File: src/rtl/epu_relu_stream.sv
// epu_relu_stream
// ---------------
// Streaming FP32 ReLU stage. It accepts one NRows x NCols result tile in
// row-major order from the systolic array drain. Each element with its sign
// bit set is replaced by zero; every other element passes bit-exact. Results
// are forwarded with their row/column tag to the writeback buffer.
//
// A 2-entry output buffer lets the stage sustain one element per cycle under
// backpressure. The input ready is derived from registered state only, so
// there is no combinational path from out_ready to in_ready.
//
// Ports:
//   clk, rst_n            clock (rising edge), synchronous active-low reset
//   start / busy / done   tile control: start honoured in IDLE only,
//                         busy in RUN/DRAIN, done is a one-cycle pulse
//   in_valid / in_ready / in_data                     upstream element stream
//   out_valid / out_ready / out_data / out_row / out_col / out_last
//                                                     downstream tagged stream
//   clamp_count           elements zeroed in the current or last tile
module epu_relu_stream #(
    parameter  int NRows  = 8,
    parameter  int NCols  = 8,
    parameter  int Data_W = 32,
    localparam int N      = NRows * NCols,
    localparam int RW     = (NRows > 1) ? $clog2(NRows) : 1,
    localparam int CW     = (NCols > 1) ? $clog2(NCols) : 1,
    localparam int KW     = $clog2(N + 1)
) (
    input  logic              clk,
    input  logic              rst_n,
    input  logic              start,
    output logic              busy,
    output logic              done,
    input  logic              in_valid,
    output logic              in_ready,
    input  logic [Data_W-1:0] in_data,
    output logic              out_valid,
    input  logic              out_ready,
    output logic [Data_W-1:0] out_data,
    output logic [RW-1:0]     out_row,
    output logic [CW-1:0]     out_col,
    output logic              out_last,
    output logic [KW-1:0]     clamp_count
);

    typedef enum logic [1:0] {
        ST_IDLE  = 2'd0,
        ST_RUN   = 2'd1,
        ST_DRAIN = 2'd2
    } state_t;

    typedef struct packed {
        logic [Data_W-1:0] data;
        logic [RW-1:0]     row;
        logic [CW-1:0]     col;
        logic              last;
    } entry_t;

    // Sign-bit ReLU: -0, -inf and negative NaN all collapse to +0.
    function automatic logic [Data_W-1:0] relu(input logic [Data_W-1:0] x);
        logic [Data_W-1:0] y;
        if (x[Data_W-1]) begin
            y = {Data_W{1'b0}};
        end else begin
            y = x;
        end
        return y;
    endfunction

    state_t          state_r;
    logic            busy_r;
    logic            done_r;
    logic [KW-1:0]   in_cnt_r;
    logic [RW-1:0]   row_r;
    logic [CW-1:0]   col_r;
    logic [KW-1:0]   clamp_r;
    logic [1:0]      buf_cnt_r;
    entry_t          head_r;
    entry_t          tail_r;

    logic            in_ready_s;
    logic            push_s;
    logic            pop_s;
    entry_t          new_s;

    // Handshake decode and the tagged entry built from the incoming element.
    always_comb begin
        in_ready_s = (state_r == ST_RUN) && (in_cnt_r < KW'(N)) && (buf_cnt_r < 2'd2);
        push_s     = in_valid && in_ready_s;
        pop_s      = (buf_cnt_r != 2'd0) && out_ready;
        new_s.data = relu(in_data);
        new_s.row  = row_r;
        new_s.col  = col_r;
        new_s.last = (in_cnt_r == KW'(N - 1));
    end

    // Tile FSM with element, row/column and clamp counters.
    always_ff @(posedge clk) begin
        if (!rst_n) begin
            state_r  <= ST_IDLE;
            busy_r   <= 1'b0;
            done_r   <= 1'b0;
            in_cnt_r <= {KW{1'b0}};
            row_r    <= {RW{1'b0}};
            col_r    <= {CW{1'b0}};
            clamp_r  <= {KW{1'b0}};
        end else begin
            done_r <= 1'b0;
            case (state_r)
                ST_IDLE: begin
                    if (start) begin
                        state_r  <= ST_RUN;
                        busy_r   <= 1'b1;
                        in_cnt_r <= {KW{1'b0}};
                        row_r    <= {RW{1'b0}};
                        col_r    <= {CW{1'b0}};
                        clamp_r  <= {KW{1'b0}};
                    end
                end
                ST_RUN: begin
                    if (push_s && (in_cnt_r == KW'(N - 1))) begin
                        state_r <= ST_DRAIN;
                    end
                end
                ST_DRAIN: begin
                    // Leave on the edge that pops the final element so done
                    // lands in the cycle right after that handshake.
                    if ((buf_cnt_r == 2'd0) || (pop_s && (buf_cnt_r == 2'd1))) begin
                        state_r <= ST_IDLE;
                        busy_r  <= 1'b0;
                        done_r  <= 1'b1;
                    end
                end
                default: begin
                    state_r <= ST_IDLE;
                    busy_r  <= 1'b0;
                end
            endcase

            if (push_s) begin
                in_cnt_r <= in_cnt_r + KW'(1);
                if (col_r == CW'(NCols - 1)) begin
                    col_r <= {CW{1'b0}};
                    row_r <= (row_r == RW'(NRows - 1)) ? {RW{1'b0}} : row_r + RW'(1);
                end else begin
                    col_r <= col_r + CW'(1);
                end
                if (in_data[Data_W-1]) begin
                    clamp_r <= clamp_r + KW'(1);
                end
            end
        end
    end

    // Two-entry output buffer; head_r always holds the element on the output.
    always_ff @(posedge clk) begin
        if (!rst_n) begin
            buf_cnt_r <= 2'd0;
            head_r    <= '0;
            tail_r    <= '0;
        end else begin
            case ({push_s, pop_s})
                2'b10: begin
                    if (buf_cnt_r == 2'd0) begin
                        head_r <= new_s;
                    end else begin
                        tail_r <= new_s;
                    end
                    buf_cnt_r <= buf_cnt_r + 2'd1;
                end
                2'b01: begin
                    head_r    <= tail_r;
                    buf_cnt_r <= buf_cnt_r - 2'd1;
                end
                2'b11: begin
                    // Push needs buf_cnt<2 and pop needs buf_cnt>0, so exactly
                    // one entry is present and the new one becomes the head.
                    head_r <= new_s;
                end
                default: begin
                end
            endcase
        end
    end

    assign busy        = busy_r;
    assign done        = done_r;
    assign in_ready    = in_ready_s;
    assign out_valid   = (buf_cnt_r != 2'd0);
    assign out_data    = head_r.data;
    assign out_row     = head_r.row;
    assign out_col     = head_r.col;
    assign out_last    = head_r.last;
    assign clamp_count = clamp_r;

endmodule

File: config.mk
export PLATFORM = sky130hd
export DESIGN_NAME = epu_relu_stream
export DESIGN_NICKNAME = d
export VERILOG_FILES = /design/src/rtl/epu_relu_stream.sv
export SDC_FILE = /design/constraint.sdc
export NUM_CORES = 1
export LEC_CHECK = 0
export ABC_AREA = 1
export CORE_MARGIN = 3
export CORE_UTILIZATION = 28
export DETAILED_ROUTE_END_ITERATION = 7
export GPL_ROUTABILITY_DRIVEN = 0
export GPL_TIMING_DRIVEN = 1
export SYNTH_ARGS = -nofsm -noshare
export SYNTH_HDL_FRONTEND = slang
export SYNTH_SLANG_ARGS = --single-unit
export TNS_END_PERCENT = 100
File: constraint.sdc
create_clock -name clk -period 5.65 [get_ports clk]
set_input_delay 0.8475 -clock clk [delete_from_list [all_inputs] [get_ports clk]]
set_output_delay 0.8475 -clock clk [all_outputs]
set_load 0.1 [all_outputs]
; ---- Word level (Yosys, flattened, before mapping)
; Index checks and enable logic that the tools add are counted.
[totals]
latch_bits = 0
output_inout_bits = 50
input_bits = 37
wordCells = 87
ramBits = 0
reg_bits = 104
n_memories = 0
mem_bits_ro = 0
[op_classes]
addsub = 6
div = 0
n_bitwise = 2
multipliers = 0
muxes = 28
n_reduce_logical = 20
n_lt_le_gt_ge = 2
n_shift = 0
n_eq_ne = 13
[op_table]
columns = op, n
row1 = 39-bit one-hot mux with 3 select lines, 1
row2 = 7-bit two-way mux, 7
row3 = 39-bit two-way mux, 1
row4 = 31-bit two-way mux, 1
row5 = 3-bit two-way mux, 9
row6 = "7-bit by 1-bit adder with 7-bit output, second input constant", 2
row7 = 2-bit AND reduction, 4
row8 = 2-bit nonzero test, 4
row9 = "7-bit by 6-bit equality test with 1-bit output, second input constant", 1
row10 = "7-bit < comparator, second input constant", 1
row11 = "3-bit by 1-bit adder with 3-bit output, second input constant", 2
row12 = "2-bit by 1-bit equality test with 1-bit output, second input constant", 3
row13 = "2-bit equality test, second input constant", 3
row14 = "3-bit equality test, second input constant", 2
row15 = 1-bit logical AND, 6
row16 = 2-bit two-way mux, 3
row17 = "2-bit != test, second input constant", 3
row18 = 2-bit one-hot mux with 3 select lines, 1
row19 = 3-bit AND reduction, 2
row20 = 2-bit logical NOT, 2
row21 = 2-bit one-hot mux with 2 select lines, 1
row22 = 1-bit two-way mux, 3
row23 = 1-bit one-hot mux with 3 select lines, 1
row24 = 3-bit nonzero test, 1
row25 = other kinds (6), 7

; ---- Logic depth before layout (Yosys ltp)
[depth]
word_depth = 7
ltp_mapped = 12
mapped_depth_nobuf = 12

; ---- Worst setup path before layout
; No wires, ideal clock.
[synth_path]
kind = reg-to-reg
from = reg buf_cnt_r[0]
to = reg head_r, in the netlist out_col[0]
setup_ns = 0.118
arrival_time_ns = 2.092
path_stages_with_launch = 12
synth_period_minus_slack_ns = 2.210
path_slack_ns = 3.440
path_buffers = 2
required_ns = 5.532
path_cell_list = dfxtp_1 inv_1 ha_1 inv_2 nand2_1 inv_1 ha_1 buf_2 buf_2 o21ai_0 nor2_1 nor2_1
[synth_between]
word_cells_on_any_way = 13
classes_between = order compare: 1 / eq/ne: 4 / mux: 1 / reduce/logical: 7
[synth_rtl]
columns = item, line_no
row1 = from (decl), 77  ; logic [1:0] buf_cnt_r;
row2 = from (signal assigned), 169  ; buf_cnt_r <= buf_cnt_r + 2'd1;
row3 = from (signal assigned), 173  ; buf_cnt_r <= buf_cnt_r - 2'd1;
row4 = 2-bit nonzero test *, --
row5 = via out_valid, 37  ; output logic out_valid,
row6 = 1-bit logical AND *, 90  ; pop_s = (buf_cnt_r != 2'd0) && out_ready;
row7 = 2-bit equality test / 2-bit by 1-bit equality test with 1-bit output (equally long branches), 162  ; case ({push_s, pop_s})
row8 = 2-bit != test (no line) / 3-bit nonzero test (equally long branches), --
row9 = 2-bit AND reduction (no line), --
row10 = to (signal assigned), 165  ; head_r <= new_s;
row11 = to (signal assigned), 172  ; head_r <= tail_r;
row12 = to (signal assigned), 178  ; head_r <= new_s;
row13 = to (decl), 78  ; entry_t head_r;
; The timed path passes the listed nets; every way through them passes the cells marked *.
; A chain may end at the register's enable or synchronous reset.

; ---- Worst setup path in the final report
[layout_path]
from = reg buf_cnt_r[0]
to = out out_valid
[layout_between]
elab_chain_cells = 1
[layout_lines]
columns = item, line_no
row1 = 2-bit nonzero test, 189  ; assign out_valid = (buf_cnt_r != 2'd0);
row2 = to (decl), 37
; Every way passes these cells.

==> metrics <==
outcome complete, no violations; Setup Viol. Count Final 0; vias a little over 4000; ratio of cells with drive above 1 in the final layout 0.0459; post-synth net total approximately 680; HP Class flop to flop; Min Hold Slack about 0.47 ns; flops & latches, synth between 100 and 150; TritonRoute pass-1 iters 4; worst path bufs/invs 3; worst path arrival time around 2.2 ns; Worst path slowest cell clkdlybuf4s50_1; Period Utilization, post-route 0.544; Slew Viols, Final 0; Hold EP busy; Hold Crit Start busy; port bufs 85; Yosys top cell area share 0.451; max cap viols 0; reg2reg start buf_cnt_r[0]; slowest stage delay, CP 1.13 ns; WHS Path Cells 2; GRT Residual Overflow 0; Design Area, Final 5780 µm²; r2r setup slk about 3 ns; antenna diode instance count 0; CTS tree done; die area ~18000 µm²; CTS H-tree lvls 3; Worst R2R End out_data[26]; WL final 11400 µm; area of the core around 15000 µm²; DR vias/cell 4.49; cts bufs inserted 9; Crit. End Element output port; # rows 45; Final Net Count around 740; Yosys top cell by area dfxtp_1; YS warnings 0; CTS Buffer Depth 2; clk_lat worst skew about 0.34 ns; # IOs 87; initial antenna violation count 0; Synth-to-Final Area Change 27.7%; Req. time, crit path 4.80 ns; Mapped Avg Cell Area 7.14 µm²; critical path, cell by cell inv_1, ha_1, inv_2, clkdlybuf4s50_1; fin cells just over 900; startpoint types flop; DR WL/cell 12.6 µm; DRT iter0 DRCs roughly 250; cell count after synthesis 634; crit-path max FO 3; largest net degree at the start of global routing 83; DR DRC count 0; worst setup path class flop to output port; Pleak ~2.3 nW; Max Clock Freq 325 MHz; first-pass GRT wire length between 15000 and 20000 µm; Yosys cell types 28; chip width roughly 130 µm; total power approximately 3.3 mW; largest vdd supply drop around 400 µV; Mapped Area approximately 4500 µm²; sequential fraction of the synthesis area 0.451; P per Cell Area ~570 nW/µm²; # resized after CTS 0; Slew Limit Headroom 0.264; Final ANT Viol Nets 0; final hold violation count 0; Root Driver clkbuf_16; Synth area leaders dfxtp_1 45%, o21ai_0 12%, nor2_1 9.2%; final setup TNS 0 ns; crit path from buf_cnt_r[0]; post-CTS setup buffer count 0; Die Y between 100 and 150 µm; unrepaired setup endpoints after global routing false; placed cell area roughly 5400 µm²; hold buffers post-CTS 0; Worst-Margin Slew between 1 and 1.5 ns; gr usage total 0.129; DP Wirelength 7370 µm; CP top delay family buffers and inverters; Setup Skew around 0.009 ns; number of global-route vias before repair ~3800; Initial Util 0.292; placed insts roughly 900; clk sink count between 100 and 150; Worst-path clk slew roughly 0.070 ns; minimum clock period 3.07 ns; R2R cell count 11
==> metrics by stage <==
| stage | worst slack, ns | util |
|---|---|---|
| after floorplan | 3.44 | - |
| after global placement | 2.38 | 0.351 |
| after detailed placement | 2.34 | 0.351 |
| after CTS | 2.54 | 0.373 |
| after global routing | 2.39 | 0.373 |
| final | 2.58 | 0.373 |
==> kinds of logic after synthesis <==
| kind of cell | count (synthesis) | synth area share |
|---|---|---|
| DFF | 102 | 0.451 |
| buffers and inverters | 85 | 0.0840 |
| other | 1 | 0.000829 |
| xor gates and xnor gates | 3 | 0.00581 |
| and+or+nand+nor | 261 | 0.236 |
| AOI/OAI and AO/OA | 172 | 0.194 |
| adders and majority gates | 10 | 0.0276 |
==> worst max-delay path by stage <==
| stage | end | slack (ns) | depth (start not counted) |
|---|---|---|---|
| 2_1_floorplan | out_col[0] | 3.44 | 11 |
| 3_3_place_gp | out_data[25] | 2.38 | 9 |
| 3_5_place_dp | out_data[26] | 2.34 | 9 |
| 4_1_cts | out_valid | 2.54 | 4 |
| 5_1_grt | out_data[25] | 2.39 | 9 |
| 6_report | out_valid | 2.58 | 4 |
==> routing by layer <==
metal,track usage,vias to the layer above,wire (µm)
met3,0.0434,8,557
met4,0.0309,0,89
met2,0.218,79,5260
li1,-,2176,-
met1,0.160,1815,5530
met5,0,-,0
==> placed cells by master, fill, tap and decap left out, types with 2 or more instances in the layout <==
cell	count
nor2_1	111
nand2_1	110
o21ai_0	106
dfxtp_1	102
clkdlybuf4s50_1	84
a21oi_1	52
inv_1	40
nand3_1	27
ha_1	9
clkbuf_16	9
o21ai_1	7
inv_2	5
a211oi_1	5
nand2_2	3
nand4_1	3
xor2_1	3
bufinv_16	3
nor2_2	2
clkinv_2	2
o21a_1	2
clkinvlp_4	2
==> cell type report <==
type                            instances  area, µm²
Inverter                               46        174
Tap cell                              211        264
Clock inverter                          6        110
Timing Repair Buffer                   86        853
Clock buffer                           10        229
Multi-Input combinational cell        447       2110
Fill cell                            1661       9710
Sequential cell                       102       2040
==> state kept, by name (all words and copies together), names as in the netlist <==
name	cells
out_last	1
row_r	3
done	1
out_row	3
clamp_count	7
col_r	3
busy	1
out_data	31
buf_cnt_r	2
out_col	3
state_r	2
in_cnt_r	7
tail_r	38
==> synthesized netlist by cell type <==
master    instances
a211oi_1          5
a21oi_1          52
buf_1             1
buf_2            12
buf_4             4
buf_6             4
clkbuf_1         18
clkinv_2          1
conb_1            1
dfxtp_1         102
ha_1             10
inv_1            40
inv_2             5
nand2_1         110
nand2_2           3
nand3_1          27
nand3_4           1
nand3b_1          1
nand4_1           3
nand4_2           1
nor2_1          111
nor2_2            2
nor2_4            1
nor4_1            1
o21a_1            2
o21ai_0         106
o21ai_1           7
xor2_1            3
==> worst register-to-register path, stage by stage (launching register included) <==
cell     delay (ns)
dfxtp_1        0.36
inv_1          0.06
ha_1           0.24
inv_2          0.10
nand2_1        0.10
inv_1          0.07
ha_2           0.83
inv_2          0.35
nand3_1        0.17
o21ai_0        0.11
nor2_1         0.11
nor2_1         0.06
==> report_power, final <==
group          internal [mW]  switching [mW]
sequential             0.881          0.0813
clock                  0.432           0.271
combinational          0.344            1.28
No activity file was read; power rests on OpenSTA's default activity.
